===== config.mk =====
export PLATFORM = sky130hd
export DESIGN_NAME = rf_write_arbiter
export DESIGN_NICKNAME = d
export VERILOG_FILES = /design/src/rtl/rf_write_arbiter_pkg.sv /design/src/rtl/rf_scoreboard.sv /design/src/rtl/rf_write_arbiter.sv
export SDC_FILE = /design/constraint.sdc
export NUM_CORES = 1
export LEC_CHECK = 0
export ABC_AREA = 1
export CAP_MARGIN = 10
export CORE_MARGIN = 10
export CORE_UTILIZATION = 46
export DETAILED_ROUTE_END_ITERATION = 7
export GPL_TIMING_DRIVEN = 0
export PLACE_DENSITY_LB_ADDON = 0.2
export SYNTH_ARGS = -nofsm -noshare
export SYNTH_HDL_FRONTEND = slang
export SYNTH_SLANG_ARGS = --single-unit

===== constraint.sdc =====
create_clock -name clk -period 7.1 [get_ports clk]
set_clock_uncertainty 0.1 [all_clocks]
set_input_delay 2.13 -clock clk [delete_from_list [all_inputs] [get_ports clk]]
set_output_delay 2.13 -clock clk [all_outputs]
set_load 0.01 [all_outputs]

===== src/rtl/rf_write_arbiter_pkg.sv =====
// ----------------------------------------------------------------------------
// rf_write_arbiter_pkg
//   Definitions shared by the register-file write arbiter and its scoreboard.
//   - arb_state_t  : arbitration state (ST_NORMAL / ST_FORCE)
//   - REG_ZERO     : hard-wired zero register, which is never written or tracked
//   - DEF_MAX_WAIT : default count of blocked LLU cycles before a forced slot
// ----------------------------------------------------------------------------
package rf_write_arbiter_pkg;

    typedef enum logic {
        ST_NORMAL = 1'b0,   // pipeline has priority on the write port
        ST_FORCE  = 1'b1    // one-cycle pipeline stall, the write port belongs to the LLU
    } arb_state_t;

    localparam int REG_ZERO     = 0;
    localparam int DEF_MAX_WAIT = 4;

endpackage


===== src/rtl/rf_scoreboard.sv =====
// ----------------------------------------------------------------------------
// rf_scoreboard
//   Pending-write scoreboard for long-latency-unit destinations. Each bit
//   marks a register that has an LLU result still in flight.
//
// Ports
//   clk, reset            : clock, asynchronous active-high reset
//   i_set_en / i_set_rd   : an LLU op was issued to i_set_rd (set wins over clear)
//   i_clr_en / i_clr_rd   : an LLU result was written back to i_clr_rd
//   i_chk_rs1/rs2/rd      : decode-stage register numbers to look up
//   o_hz_rs1/rs2/rd       : looked-up register has a pending LLU write
//                           (registered state only, always 0 for register 0)
// ----------------------------------------------------------------------------
module rf_scoreboard
    import rf_write_arbiter_pkg::*;
#(
    parameter int N = 5,
    parameter int L = 32
) (
    input  logic         clk,
    input  logic         reset,
    input  logic         i_set_en,
    input  logic [N-1:0] i_set_rd,
    input  logic         i_clr_en,
    input  logic [N-1:0] i_clr_rd,
    input  logic [N-1:0] i_chk_rs1,
    input  logic [N-1:0] i_chk_rs2,
    input  logic [N-1:0] i_chk_rd,
    output logic         o_hz_rs1,
    output logic         o_hz_rs2,
    output logic         o_hz_rd
);

    logic [L-1:0] r_pending;
    logic [L-1:0] w_pending_next;

    // The set is applied after the clear, so issuing a new op to a register
    // whose previous result is retiring in the same cycle keeps it pending.
    always_comb begin
        // NOTE: the default assignment first means every path drives w_pending_next, so no latch is inferred.
        // NOTE: blocking '=' in combinational logic lets the later set override the earlier clear.
        w_pending_next = r_pending;
        if (i_clr_en && (int'(i_clr_rd) < L))
            w_pending_next[i_clr_rd] = 1'b0;
        if (i_set_en && (int'(i_set_rd) != REG_ZERO) && (int'(i_set_rd) < L))
            w_pending_next[i_set_rd] = 1'b1;
    end

    // NOTE: this is a flop vector, not a RAM, so it is reset; hazards must read 0 right out of reset.
    always_ff @(posedge clk or posedge reset) begin
        if (reset)
            r_pending <= '0;
        else
            r_pending <= w_pending_next;
    end

    function automatic logic f_lookup(input logic [L-1:0] pend, input logic [N-1:0] rd);
        if ((int'(rd) == REG_ZERO) || (int'(rd) >= L))
            return 1'b0;
        return pend[rd];
    endfunction

    assign o_hz_rs1 = f_lookup(r_pending, i_chk_rs1);
    assign o_hz_rs2 = f_lookup(r_pending, i_chk_rs2);
    assign o_hz_rd  = f_lookup(r_pending, i_chk_rd);

endmodule


===== src/rtl/rf_write_arbiter.sv =====
// ----------------------------------------------------------------------------
// rf_write_arbiter
//   Shares the register file's single write port between the pipeline
//   writeback stage (fixed priority) and a long-latency unit (LLU). If the
//   LLU is blocked for MAX_WAIT consecutive cycles, the arbiter stalls the
//   pipeline for exactly one cycle and gives that slot to the LLU. A
//   scoreboard of in-flight LLU destinations drives decode-stage hazard
//   flags.
//
// Ports
//   clk, reset                 : clock (rising edge), async active-high reset
//   pipe_we/pipe_rd/pipe_wd    : pipeline writeback request
//   pipe_stall                 : registered pipeline freeze (high in ST_FORCE)
//   llu_valid/llu_rd/llu_wd    : LLU result request
//   llu_ready                  : LLU result accepted this cycle (combinational)
//   alloc_valid/alloc_rd       : LLU op issued, destination becomes pending
//   chk_rs1/chk_rs2/chk_rd     : decode-stage register numbers
//   hz_rs1/hz_rs2/hz_rd        : register has a pending LLU write
//   rf_we/rf_a3/rf_wd3         : register-file write port (sampled on falling edge)
//
// Optional feature (macro ARB_STATS_EN)
//   stat_force_cnt [15:0]      : saturating count of NORMAL->FORCE transitions
// ----------------------------------------------------------------------------
module rf_write_arbiter
    import rf_write_arbiter_pkg::*;
#(
    parameter int N        = 5,
    parameter int M        = 32,
    parameter int L        = 32,
    parameter int MAX_WAIT = DEF_MAX_WAIT
) (
    input  logic         clk,
    input  logic         reset,
    input  logic         pipe_we,
    input  logic [N-1:0] pipe_rd,
    input  logic [M-1:0] pipe_wd,
    output logic         pipe_stall,
    input  logic         llu_valid,
    input  logic [N-1:0] llu_rd,
    input  logic [M-1:0] llu_wd,
    output logic         llu_ready,
    input  logic         alloc_valid,
    input  logic [N-1:0] alloc_rd,
    input  logic [N-1:0] chk_rs1,
    input  logic [N-1:0] chk_rs2,
    input  logic [N-1:0] chk_rd,
    output logic         hz_rs1,
    output logic         hz_rs2,
    output logic         hz_rd,
    output logic         rf_we,
    output logic [N-1:0] rf_a3,
    output logic [M-1:0] rf_wd3
`ifdef ARB_STATS_EN
    ,
    output logic [15:0]  stat_force_cnt
`endif
);

    // The wait counter only has to reach MAX_WAIT-1; entering ST_FORCE clears it.
    localparam int CNT_W = (MAX_WAIT < 2) ? 1 : $clog2(MAX_WAIT);

    arb_state_t       r_state;
    arb_state_t       w_state_next;
    logic [CNT_W-1:0] r_wait_cnt;
    logic [CNT_W-1:0] w_wait_cnt_next;
    logic             w_sel_llu;    // write port carries the LLU request
    logic             w_wr_req;     // selected source has a valid write this cycle
    logic             w_llu_grant;  // LLU handshake, before reset gating
    logic [N-1:0]     w_sel_rd;

    always_ff @(posedge clk or posedge reset) begin
        if (reset) begin
            r_state    <= ST_NORMAL;
            r_wait_cnt <= '0;
        end else begin
            r_state    <= w_state_next;
            r_wait_cnt <= w_wait_cnt_next;
        end
    end

    always_comb begin
        w_state_next    = r_state;
        w_wait_cnt_next = r_wait_cnt;
        w_sel_llu       = 1'b0;
        w_wr_req        = 1'b0;
        w_llu_grant     = 1'b0;
        unique case (r_state)
            ST_NORMAL: begin
                if (pipe_we) begin
                    w_wr_req = 1'b1;
                end else if (llu_valid) begin
                    w_sel_llu   = 1'b1;
                    w_wr_req    = 1'b1;
                    w_llu_grant = 1'b1;
                end
                // The LLU is blocked only while it is valid and the pipeline holds the port.
                if (llu_valid && !w_llu_grant) begin
                    if (r_wait_cnt == CNT_W'(MAX_WAIT - 1)) begin
                        w_state_next    = ST_FORCE;
                        w_wait_cnt_next = '0;
                    end else begin
                        w_wait_cnt_next = r_wait_cnt + 1'b1;
                    end
                end else begin
                    w_wait_cnt_next = '0;
                end
            end
            ST_FORCE: begin
                // pipe_we is ignored: the stalled pipeline re-presents its write later.
                // A missing LLU result here still ends the slot, with no write.
                w_sel_llu       = 1'b1;
                w_wr_req        = llu_valid;
                w_llu_grant     = llu_valid;
                w_state_next    = ST_NORMAL;
                w_wait_cnt_next = '0;
            end
            default: begin
                w_state_next    = ST_NORMAL;
                w_wait_cnt_next = '0;
            end
        endcase
    end

    assign w_sel_rd = w_sel_llu ? llu_rd : pipe_rd;

    // Grants are gated by reset so the write port and handshake drop the moment
    // reset asserts, even though they are combinational from the inputs.
    // A write to register zero is suppressed, but the handshake still completes.
    assign rf_we      = !reset && w_wr_req && (w_sel_rd != N'(REG_ZERO));
    assign rf_a3      = w_sel_rd;
    assign rf_wd3     = w_sel_llu ? llu_wd : pipe_wd;
    assign llu_ready  = !reset && w_llu_grant;
    assign pipe_stall = (r_state == ST_FORCE);

    rf_scoreboard #(
        .N (N),
        .L (L)
    ) u_scoreboard (
        .clk       (clk),
        .reset     (reset),
        .i_set_en  (alloc_valid),
        .i_set_rd  (alloc_rd),
        .i_clr_en  (llu_ready),
        .i_clr_rd  (llu_rd),
        .i_chk_rs1 (chk_rs1),
        .i_chk_rs2 (chk_rs2),
        .i_chk_rd  (chk_rd),
        .o_hz_rs1  (hz_rs1),
        .o_hz_rs2  (hz_rs2),
        .o_hz_rd   (hz_rd)
    );

`ifdef ARB_STATS_EN
    logic [15:0] r_stat_cnt;

    always_ff @(posedge clk or posedge reset) begin
        if (reset)
            r_stat_cnt <= '0;
        else if ((r_state == ST_NORMAL) && (w_state_next == ST_FORCE) && (r_stat_cnt != 16'hFFFF))
            r_stat_cnt <= r_stat_cnt + 16'd1;
    end

    assign stat_force_cnt = r_stat_cnt;
`endif

endmodule


==> metrics.yaml <==
avgViaCountPerCell: 5.39
antenna_cells: 0
maxCapViolCount: 0
ys_seq_area_frac: 0.280
switchingPower_uw: 278
final_layout_size_suffix_gt1_frac: 0.0981
flow.area_growth_from_synthesis_pct: 49.6
die_ht_um: 102
report.final.hold_viol_count: 0
tritoncts: "done"
critical_path.max_fanout: 10
layout.cells.most_common_list: "nand2_1 (164), clkdlybuf4s50_1 (135), nand3_1 (82), inv_1 (67), o21ai_0 (57)"
detailedRoute.firstPassIterationCount: 5
max_clock_freq_mhz: 156
total_power_uw: 755
grt-ovfl-total: 0
dp_cells: 712
ctsLongestPathBuffers: 2
root_buffer: "clkbuf_8"
gr-usage-met1: 0.289
cts.repair.resized: 0
routed_wirelength_normalized_by_instance_count_um: 17.4
number_of_global_route_vias_before_repair: 3768
path_delay_family: "buffers and inverters"
grt_first_pass_wirelength_um: 20100
mostFrequentLayoutCell: "nand2_1"
cts_buffers: 5
setup_viol: 0
core_area_mm2: 0.00646
largest_net_degree_at_the_start_of_global_routing: 21
global_route.peak_usage_layer: "met2"
power.share.clock: 0.192
count_of_nets_left_with_antenna_violations_after_detail_routing: 0
leakagePower_nw: 2.18
setup.worst_path.start_class: "input port"
cp_class: "input port to output port"
timing.final.ws_setup_ns: 0.682
worst_ir_drop_vdd_mv: 0.133
max_slew_headroom_at_the_worst_pin: 0.478
min_period_ns: 6.42
hold_ws_ns: 0.346
p_per_area_mw_per_mm2: 161
initial_core_utilization: 0.484
yosysWarningCount: 0
power.share.combinational: 0.451
setup_repair_after_global_routing_missed_its_margin: "no"
chipWidth_um: 102
setup_tns_ns: 0
port-buffer-count: 135
run_status: "finished, final reports clean"
cts_setup_buffers: 0
synth_seq_cells: 35
worstPathRequired_ns: 4.87
finalNonFillerCells: 719
seqPwrFrac: 0.357
detailedPlacementHpwl_um: 10500
floorplan.die_area_mm2: 0.0105
drc_errors: 0
worst_skew_pair_later_pin_latency_ns: 0.28
final_max_slew_viol_count: 0
synthesized_area_mm2: 0.00312
groute.usage.overall: 0.241
postRouteWirelength_um: 12500
routabilityCongestion: 0.921
holdCritPathClass: "register to register"
cts_sinks: 35
grt_util_met2: 0.435
drtIter0Drc: 199
nNetsFinal: 742
synth_cell_type_count: 20
timing.critical_path.buf_inv: 4
internal-power_uw: 477
worstPathCellList: "clkdlybuf4s50_1 -> nand2_1 -> nand2_1 -> buf_2 -> buf_6 -> mux2_2 -> clkdlybuf4s50_1"
critPathSlowestCell: "clkdlybuf4s50_1"
route.vias.total: 3876
fin_crit_sh: 0.904
top_level_port_count: 142
groute.layer.met3.usage: 0.0466
synth.net_count: 599
placementRows: 29
htree_levels: 2
power.share.switching: 0.368
endpoint_kind: "output port"
synth_area_per_cell_um2: 6.26
grt_antenna_before_repair: 0
dpl_worst_slack_ns: 0.682
tightest_slew_ns: 0.782
synth_cells: 499
cts_hold_buffers: 0
worst_ep_arrival_time_ns: 4.19
stage_delay_of_the_slowest_cell_on_the_critical_path_ns: 0.56
clk_pin_slew_worst_paths_ns: 0.07
[flip-flops by register name (all words and copies together) (netlist names)]
register	flops
u_scoreboard.r_pending	32
r_wait_cnt	2
pipe_stall	1
[cell families (layout without fill, tap and decap cells)]
logic type | count (synthesis) | in the layout | synth area share
and+or+nand+nor | 272 | 272 | 0.368
AOI/OAI and AO/OA | 69 | 69 | 0.115
muxes | 32 | 32 | 0.115
DFF | 35 | 35 | 0.280
adders and majority gates | 1 | 1 | 0.00400
buffers and inverters | 90 | 233 | 0.117
[cells in the mapped netlist, drive strengths merged]
library cell	instances	area share
a31oi	3	0.0060
or2	1	0.0020
clkinv	3	0.0036
nor3	8	0.016
nor2	16	0.019
nand2	164	0.20
nor4	1	0.0020
o21ai	63	0.10
dfrtp	35	0.28
inv	70	0.084
mux2	32	0.12
ha	1	0.0040
nand3	82	0.13
buf	17	0.029
o31ai	3	0.0072
[final timing paths]
| path | start | endpoint | slack [ns] | cells past startpoint |
|---|---|---|---|---|
| min in group asynchronous | reset | u_scoreboard.r_pending[13] | 2.28 | 2 |
| min | r_wait_cnt[0] | r_wait_cnt[0] | 0.35 | 1 |
| max | llu_valid | rf_wd3[24] | 0.68 | 7 |
| min reg2reg | r_wait_cnt[0] | r_wait_cnt[0] | 0.35 | 1 |
| max reg2reg | pipe_stall | u_scoreboard.r_pending[14] | 5.44 | 5 |
| max in group asynchronous | reset | u_scoreboard.r_pending[11] | 4.03 | 3 |
[power by group through the flow]
| stage | Clock (mW) | Combinational, mW | Sequential, mW |
|---|---|---|---|
| 2_1_floorplan | 0 | 0.190 | 0.261 |
| 3_3_place_gp | 0 | 0.322 | 0.269 |
| 3_5_place_dp | 0 | 0.335 | 0.272 |
| 4_1_cts | 0.144 | 0.337 | 0.268 |
| 5_1_grt | 0.153 | 0.380 | 0.274 |
| 6_report | 0.145 | 0.341 | 0.269 |
[through the flow]
stage	util	area, um2
after floorplan	-	3120
after global placement	0.708	4570
after detailed placement	0.710	4590
after CTS	0.724	4670
after global routing	0.724	4670
final	0.724	4670
[routing by layer]
metal	vias up	share of wire	wire length [um]
met1	1795	0.39	4910
met5	-	0	0
met4	0	0.015	191
li1	1908	-	-
met2	155	0.52	6550
met3	18	0.066	825
[cell type report]
| type | instances | area [um2] |
|---|---|---|
| sequential | 35 | 876 |
| clock buffer | 6 | 82.6 |
| clock inverter | 1 | 5.00 |
| buffer | 17 | 91.3 |
| fill | 565 | 1780 |
| tap | 77 | 96.3 |
| timing repair buffer | 136 | 1370 |
| multi-input combinational | 374 | 1880 |
| inverter | 73 | 274 |
Note: power is estimated with default switching activity, not from simulation.
